### config.mk
export PLATFORM = sky130hd
export DESIGN_NAME = fifo_read_packer
export DESIGN_NICKNAME = d
export VERILOG_FILES = /design/src/rtl/fifo_packer_pkg.sv /design/src/rtl/fifo_read_packer.sv
export SDC_FILE = /design/constraint.sdc
export NUM_CORES = 1
export LEC_CHECK = 0
export CAP_MARGIN = 20
export CORE_MARGIN = 2
export CORE_UTILIZATION = 50
export DETAILED_ROUTE_END_ITERATION = 6
export PLACE_DENSITY = 0.87
export SLEW_MARGIN = 30
export SYNTH_ARGS = -nofsm -noshare
export SYNTH_HDL_FRONTEND = slang
export SYNTH_SLANG_ARGS = --single-unit
### constraint.sdc
create_clock -name clk -period 2.7 [get_ports clk]
set_input_delay 0.54 -clock clk [delete_from_list [all_inputs] [get_ports clk]]
set_output_delay 0.54 -clock clk [all_outputs]
set_load 0.005 [all_outputs]
### src/rtl/fifo_packer_pkg.sv
// fifo_packer_pkg: shared state type and counter-width helper for the FIFO read packer
package fifo_packer_pkg;
  typedef enum logic [1:0] {FILL, FLUSH, OUT} packer_state_t;
  function automatic int cnt_width(input int n);
    return $clog2(n + 1);
  endfunction
endpackage

### src/rtl/fifo_read_packer.sv
// fifo_read_packer: pops FIFO words and packs PACK_WORDS of them into one valid/ready beat
module fifo_read_packer
  import fifo_packer_pkg::*;
#(
  parameter int DATA_BITS = 10,
  parameter int PACK_WORDS = 4,
  localparam int CNT_W = cnt_width(PACK_WORDS)
) (
  input  logic                            clk,
  input  logic                            reset,
  input  logic                            fifo_empty,
  output logic                            fifo_read,
  input  logic [DATA_BITS-1:0]            fifo_data,
  input  logic                            flush,
  output logic                            out_valid,
  input  logic                            out_ready,
  output logic [DATA_BITS*PACK_WORDS-1:0] out_data,
  output logic [CNT_W-1:0]                out_count,
  output logic                            busy
);
  localparam logic [CNT_W:0] PACK_N = (CNT_W + 1)'(PACK_WORDS);
  packer_state_t state, state_nx;
  logic [CNT_W-1:0] fill_cnt;
  logic inflight, flush_pend;
  logic [DATA_BITS-1:0] lane [PACK_WORDS];
  logic [CNT_W:0] pending;
  logic full, take_flush, hs;
  assign pending = {1'b0, fill_cnt} + {{CNT_W{1'b0}}, inflight};
  assign full = inflight && pending == PACK_N;
  assign take_flush = state == FILL && flush && pending != '0;
  assign hs = state == OUT && out_ready;
  assign fifo_read = reset && state == FILL && !fifo_empty && pending < PACK_N && !flush_pend && !flush;
  assign out_valid = state == OUT;
  assign out_count = state == OUT ? fill_cnt : '0;
  assign busy = fill_cnt != '0 || inflight || state != FILL;
  // Next state: a word landing that completes the beat beats a flush; FLUSH only lasts until the in-flight word lands
  always_comb begin
    state_nx = state;
    state_nx = state == FILL ? (full ? OUT : take_flush ? FLUSH : FILL)
             : state == FLUSH ? OUT
             : (hs ? FILL : OUT);
  end
  // State, counters and the pending-read / pending-flush flags
  always_ff @(posedge clk) begin
    if (!reset) begin
      state <= FILL;
      fill_cnt <= '0;
      inflight <= 1'b0;
      flush_pend <= 1'b0;
    end else begin
      state <= state_nx;
      inflight <= fifo_read;
      flush_pend <= state_nx == OUT ? 1'b0 : take_flush ? 1'b1 : flush_pend;
      fill_cnt <= hs ? '0 : inflight ? fill_cnt + 1'b1 : fill_cnt;
    end
  end
  for (genvar i = 0; i < PACK_WORDS; i++) begin : g_lane
    // Each lane captures the landing word when it is the next slot; cleared when the beat is accepted
    always_ff @(posedge clk) begin
      if (!reset || hs) lane[i] <= '0;
      else if (inflight && fill_cnt == CNT_W'(i)) lane[i] <= fifo_data;
    end
    assign out_data[i*DATA_BITS +: DATA_BITS] = lane[i];
  end
endmodule

Word level (Yosys, flattened, before mapping). Memory sizes are Yosys's and may differ from the RTL's. Cells that the tools add are included.

Add/sub/neg operators: 2. Order comparisons: 1. Equality and inequality tests: 7. Multiplexer cells: 24. Bitwise gates (word level): 5. Reduce and logical (&&, ||, !) cells: 27.

Operators with widths (number): two-way mux 10 bit (4); two-way mux 1 bit (15); logical AND 1 bit (13); two-way mux 2 bit (4); equality test 3 x 2 -> 1 bit (second input constant) (2); adder 3 x 1 -> 4 bit (1); equality test 2 bit (second input constant) (2); equality test 4 x 3 -> 1 bit (second input constant) (1); logical NOT 1 bit (4); < comparator 4 x 3 -> 1 bit (second input constant) (1); OR 1 bit (4); nonzero test 4 bit (1); OR reduction 2 bit (2); adder 3 x 1 -> 3 bit (second input constant) (1); equality test 3 x 1 -> 1 bit (second input constant) (1); logical NOT 3 bit (1); logical OR 1 bit (3); two-way mux 3 bit (1); nonzero test 3 bit (1); equality test 2 x 1 -> 1 bit (second input constant) (1); logical NOT 2 bit (1); nonzero test 2 bit (1); NOT 1 bit (1).

Register bits: 7. RAM bits: 40. Input port bits: 15. Output and inout port bits: 46. Logic and storage cells: 71. Memories kept: 1.

Memory list: lane (depth 4, width 10, rd ports 4, clocked after Yosys merged registers in 0, write ports 4, RTL line fifo_read_packer.sv:25) `logic [DATA_BITS-1:0] lane [PACK_WORDS];`.

Longest topological paths before layout. Gate-level depths: netlist of the first run.

Word-level depth: 8. Depth in mapped cells: 6. Mapped depth without buffers: 5.

Worst setup path before layout of the first run. Ideal clock, no wire load.

Kind: register to output. From: reg fill_cnt[0]. To: out fifo_read. Arrival time: 1.262 ns. Required time: 2.160 ns. Path slack: 0.898 ns. Cell stages (with the launch flop): 6. Path buffers: 0. Cell sequence: dfxtp_1 -> ha_1 -> ha_1 -> nand2_1 -> a21oi_1 -> o2111a_1.

Cells in the longest elaborated chain, start to end: 5.

RTL lines: start: declaration (RTL line fifo_read_packer.sv:23) `logic [CNT_W-1:0] fill_cnt;`; start signal: assignment (RTL line fifo_read_packer.sv:54) `fill_cnt <= hs ? '0 : inflight ? fill_cnt + 1'b1 : fill_cnt;`; adder 3 x 1 -> 4 bit (RTL line fifo_read_packer.sv:28) `assign pending = {1'b0, fill_cnt} + {{CNT_W{1'b0}}, inflight};`; < comparator 4 x 3 -> 1 bit (RTL line fifo_read_packer.sv:32) `assign fifo_read = reset && state == FILL && !fifo_empty && pending < PACK_N && !flush_pend && !flush;`; logical AND 1 bit (3 in a row) (RTL line fifo_read_packer.sv:32); end: declaration (RTL line fifo_read_packer.sv:12) `output logic fifo_read,`.

No other way between the ends.

Final worst setup path of the first run. Ends and elaborated chain as after synthesis.

==> results of run 1 <==
## worst min-delay path by stage
stage	start	to	slack [ns]	depth (start not counted)
detailed placement	state[0]	flush_pend	0.48	1
finish	state[0]	flush_pend	0.50	1
floorplan	state[0]	flush_pend	0.46	1
global placement	state[0]	flush_pend	0.48	1
CTS	state[0]	flush_pend	0.50	1
global route	state[0]	flush_pend	0.54	1
## per-layer routing
layer,vias to the layer above,global-route usage [%],share of wire (%)
li1,649,-,-
met2,56,32.4,49
met4,0,7.25,2.0
met1,602,22.5,43
met5,-,0,0
met3,8,3.78,6.6
## final cells by class
type | count | area, µm²
Clock buffer | 5 | 68.8
Clock inverter | 3 | 20.0
Fill cell | 284 | 1160
Inverter | 5 | 18.8
Multi-Input combinational cell | 92 | 698
Sequential cell | 47 | 1350
Tap cell | 50 | 62.6
Timing Repair Buffer | 63 | 623
## sequential cells by signal, summed over array words and instances (netlist names)
register    cells
flush_pend      1
lane           40
state           2
inflight        1
fill_cnt        3
## synthesized netlist by cell type (all sizes together)
cell type / n
a2111oi: 1
a211oi: 1
a21boi: 1
a21oi: 3
a311oi: 1
and2: 43
and3b: 1
and4b: 1
buf: 3
dfxtp: 7
edfxtp: 40
ha: 7
inv: 5
mux2i: 2
nand2: 6
nand2b: 3
nand3: 2
nand3b: 3
nor2: 6
nor2b: 2
nor3: 5
o2111a: 2
xnor2: 1
xor2: 1
## logic make-up after synthesis
logic type	synth area share, %
AOI/OAI and AO/OA	3.99
xor gates and xnor gates	1.21
adders and majority gates	4.23
buffers and inverters	1.93
DFF	64.8
muxes	0.967
and+or+nand+nor	22.9
## power groups by stage
stage | Clock, mW | Combinational [mW] | Sequential (mW)
3_3_place_gp | 0 | 0.184 | 0.860
3_5_place_dp | 0 | 0.187 | 0.862
5_1_grt | 0.452 | 0.203 | 0.848
4_1_cts | 0.410 | 0.189 | 0.845
2_1_floorplan | 0 | 0.0667 | 0.861
6_report | 0.409 | 0.187 | 0.844
## worst reg2reg max path, stage by stage, from the launching register on
cell,delay (ns)
dfxtp_4,0.39
ha_2,0.22
ha_2,0.28
a311oi_2,0.29
a21boi_0,0.23
and4b_1,0.21
==> results.ini, run 1 <==
[status]
status = complete, no violations

[sta]
slew_violations = 0
worst_slack_ns = 0.0948
setup_tns_ns = 0
slew_headroom_pct = 70.5
setup_viol = 0
fin_crit_ns = 2.61
tightestPinTransition_ns = 0.442
fin_crit_sh_pct = 96.5
fmax_ghz = 0.384
final_hold_viol_count = 0
hold_slack_ns = 0.499
skew_ns = 0.0128

[cells_and_area]
drive_gt1_share_pct = 10.2
syn_to_final_growth_pct = 37.0
fin_area_mm2 = 0.00284
num_antenna_cells = 0
nets = 236
final_cell_mix = clkdlybuf4s50_1, and2_1, edfxtp_1
final_common_cell = clkdlybuf4s50_1
utilization_pct = 70.9
layout.cells.non_filler = 265

[job]
drv_cap = 0

[place]
placed_area_mm2 = 0.00274
place_ws_ns = 0.242
dp_hpwl_um = 2970
finalWeightedCongestion = 0.755
dp.cells = 257
portBuffers = 60

[detailed_routing]
drtIter0Drc = 72
drt-total-wl_um = 3910
post_drt_wl_per_cell_um = 14.8
dr.pass1.iters = 6
antenna_left = 0
avgViaCountPerCell = 4.96
drc = 0
num_vias = 1315

[power_and_ir_drop]
power_mw = 1.44
combPwrFrac_pct = 13.0
vdd_drop_max_mv = 0.319
switching_share_pct = 22.7
p_switching_mw = 0.327
p_seq_share_pct = 58.6
p_int_mw = 1.11
cellPowerDensity_mw_per_mm2 = 508
leakage_nw = 1.04
clock_power_share_pct = 28.4

[clocking]
clkTransAtPathRegs_ns = 0.09
cts_made_buffers = 5
ctsResizeCount = 1
clockRootBuffer = clkbuf_8
hold_buffers = 0
clock-sinks = 47
cts.path.max_buffers = 2
post-cts-setup-buffer-count = 0
cts_tree = built
htree_levels = 2
worstSkewPairLatency_ns = 0.30

[die]
die_w_um = 68.4
core-area_mm2 = 0.00400
io_pins = 61
initial_core_util_pct = 51.8
rows = 23
fp.dieArea_mm2 = 0.00467
die_h_um = 68.4

[global_route]
grt-ovfl-total = 0
grt_usage_pct = 18.6
grt_pass1_wl_um = 6130
antenna_found_initial = 0
grt_start_max_net_pins = 16
first_global_vias = 1249

[synth]
synthCells = 147
synth.area.top_cells = edfxtp_1, and2_1, dfxtp_1, ha_1, nor3_4
ys_types = 27
synth_top_area_share_pct = 58.0
yosysSeqAreaShare_pct = 64.8
synth_area_mm2 = 0.00207
synth_warnings = 0
ys_ff_latch = 47
avgSynthCellArea_um2 = 14.1
synthesis.nets = 169
netlist.top_cell.by_area = edfxtp_1

[worst_setup_path]
worst-path-buf-inv = 1
cp-endpoint = fifo_read
crit_required_ns = 2.16
endpoint_kind = output port
crit_path_start = fill_cnt[0]
path_max_fanout = 6
cpMaxStageDelayCell = clkdlybuf4s50_1
crit_path_frequent_cell = ha_2
crit_arrival_ns = 2.07
crit_type = register to output port
reg2reg_to = state[0]
cp.depth = 6
worstPathCellList = ha_2 -> ha_2 -> nand2_1 -> a21oi_2 -> o2111a_1 -> clkdlybuf4s50_1
r2r_start = fill_cnt[0]
reg2reg_depth = 5
cpPeakStageDelay_ns = 0.49
path_delay_family = buffers and inverters
cp-start-kind = register
regToRegSetupSlack_ns = 0.99

[worst_hold_path]
min-delay-path-class = register to register

Note: power is estimated with default switching activity, not from simulation.
==> run 2, diff against run 1 <==
--- a/config.mk
+++ b/config.mk
@@ -7,9 +7,9 @@
 export LEC_CHECK = 0
 export CAP_MARGIN = 20
 export CORE_MARGIN = 2
-export CORE_UTILIZATION = 50
+export CORE_UTILIZATION = 42
 export DETAILED_ROUTE_END_ITERATION = 6
-export PLACE_DENSITY = 0.87
+export PLACE_DENSITY = 0.78
 export SLEW_MARGIN = 30
 export SYNTH_ARGS = -nofsm -noshare
 export SYNTH_HDL_FRONTEND = slang
==> constraint.sdc (replaced) <==
create_clock -name clk -period 2.3 [get_ports clk]
set_input_delay 0.46 -clock clk [delete_from_list [all_inputs] [get_ports clk]]
set_output_delay 0.46 -clock clk [all_outputs]
set_load 0.005 [all_outputs]
==> run 2 against run 1 <==
Net effect:
- sequential cell count stayed put
- combinational power is 33% higher
- sequential power is 17% higher
- wire length is 13% higher
- cell area is 6.4% higher
- register-to-register slack worse by 0.29 ns
- critical path type unchanged
- highest routed layer unchanged
==> results.ini, run 2 (synthesized netlist as in run 1, its figures left out) <==
[place]
dp.cells = 283  ; +10%
finalWeightedCongestion = 0.809  ; +7.1%
dp_hpwl_um = 3280  ; +10%
portBuffers = 60  ; unchanged
placed_area_mm2 = 0.00285  ; +4.2%

[cells_and_area]
nets = 246  ; +4.2%
fin_area_mm2 = 0.00302  ; +6.4%
top_register = lane
final_cell_mix = clkdlybuf4s50_1, and2_1, edfxtp_1
syn_to_final_growth_pct = 45.8
top_regs = lane (40), fill_cnt (3), state (2)
num_antenna_cells = 0  ; unchanged
final_common_cell = clkdlybuf4s50_1
layout.cells.non_filler = 292  ; +10%
largest_register_ffs = 40  ; unchanged
utilization_pct = 63.9  ; -7.0 points
drive_gt1_share_pct = 14.7  ; +4.4 points

[detailed_routing]
num_vias = 1417  ; +7.8%
post_drt_wl_per_cell_um = 15.1  ; +2.2%
drt-total-wl_um = 4410  ; +13%
drc = 0  ; unchanged
drtIter0Drc = 66  ; -8.3%
dr.pass1.iters = 4  ; -2
avgViaCountPerCell = 4.85  ; -2.2%
antenna_left = 0  ; unchanged

[worst_setup_path]
crit_required_ns = 1.84  ; -0.32 ns
reg2reg_depth = 6  ; +1
r2r_start = fill_cnt[1]
cp-endpoint = busy
path_max_fanout = 7  ; +1
worstPathCellList = buf_4 -> inv_1 -> ha_1 -> nand3_1 -> clkdlybuf4s50_1
reg2reg_to = lane[1][19]
crit_type = register to output port
cp-start-kind = register
crit_arrival_ns = 1.72  ; -0.35 ns
cpPeakStageDelay_ns = 0.51  ; +0.02 ns
cp.depth = 5  ; -1
crit_path_start = fill_cnt[1]
path_delay_family = buffers and inverters
regToRegSetupSlack_ns = 0.70  ; -0.29 ns
endpoint_kind = output port
worst-path-buf-inv = 3  ; +2
cpMaxStageDelayCell = clkdlybuf4s50_1

[sta]
fmax_ghz = 0.458
fin_crit_ns = 2.18
setup_tns_ns = 0  ; unchanged
slew_headroom_pct = 71.7  ; +1.2 points
slew_violations = 0  ; unchanged
final_hold_viol_count = 0  ; unchanged
fin_crit_sh_pct = 94.9
tightestPinTransition_ns = 0.424  ; -0.0178 ns
rsz0062_at_grt = no
skew_ns = 0.00224  ; -0.0105 ns
setup_viol = 0  ; unchanged

[die]
die_w_um = 74.2  ; +8.6%
io_pins = 61  ; unchanged
die_h_um = 74.2  ; +8.6%
initial_core_util_pct = 43.8  ; -7.9 points
rows = 25  ; +8.7%
fp.dieArea_mm2 = 0.00551  ; +18%
core-area_mm2 = 0.00472  ; +18%

[power_and_ir_drop]
power_mw = 1.93  ; +34%
leakage_nw = 1.13  ; +8.3%
cellPowerDensity_mw_per_mm2 = 640  ; +26%
vdd_drop_max_mv = 0.248  ; -22%

[clocking]
hold_buffers = 0  ; unchanged
cts_made_buffers = 5  ; unchanged
clockRootBuffer = clkbuf_8
clkTransAtPathRegs_ns = 0.08  ; about the same
worstSkewPairLatency_ns = 0.29  ; about the same
cts_tree = built
cts.path.max_buffers = 2  ; unchanged
clock-sinks = 47  ; unchanged
htree_levels = 2  ; unchanged

[global_route]
grt_start_max_net_pins = 15  ; -1
use_met1_pct = 18.6  ; -4.0 points
antenna_found_initial = 0  ; unchanged
first_global_vias = 1501  ; +20%
grtUsageMet2_pct = 32.2  ; -0.16 points
grt_pass1_wl_um = 7010  ; +14%
globalRouteMet3Util_pct = 4.61  ; +0.82 points
grt_usage_pct = 17.4  ; -1.2 points
busiest_layer = met2
grt-ovfl-total = 0  ; unchanged

[status]
status = complete, no violations

[job]
drv_cap = 0  ; unchanged

[worst_hold_path]
min-delay-path-class = register to register

## run 2: timing repair
item | CTS | global route
resized for setup | 8 | 0
endpoints found under the setup margin | 1 | 0
endpoints found under the hold margin | 0 | 0
setup buffers | 1 | 0
## run 2: worst min path at each step
stage                   from          to  depth (start not counted)
finish              state[0]  flush_pend                          1
global route        state[0]  flush_pend                          1
CTS                 state[0]  flush_pend                          1
detailed placement  state[0]  flush_pend                          1
global placement    state[0]  flush_pend                          1
floorplan           state[0]  flush_pend                          1
## run 2: area by class of cell
cell class	instances	area [µm²]
Inverter	5	18.8
Clock buffer	6	72.6
Sequential cell	47	1340
Timing Repair Buffer	73	722
Clock inverter	2	60.1
Multi-Input combinational cell	92	718
Fill cell	363	1700
Tap cell	67	83.8
## run 2: per-layer routing
metal / up-vias / share of wire (%) / routed length [µm]
li1: 667 / - / -
met1: 674 / 39 / 1720
met2: 65 / 51 / 2230
met3: 11 / 7.2 / 316
met4: 0 / 3.1 / 137
met5: - / 0 / 0
## run 2: power breakdown
part	leakage, nW	internal [mW]	switching (mW)
clock	0.0654	0.434	0.258
combinational	0.592	0.146	0.103
sequential	0.474	0.970	0.0213
total	1.13	1.55	0.382
## run 2: per-stage QoR
stage               hold WS (ns)  setup slack, ns
global route               0.536           0.0375
CTS                        0.504            0.101
global placement           0.481           0.0278
finish                     0.504            0.118
floorplan                  0.460            0.578
detailed placement         0.493           0.0179
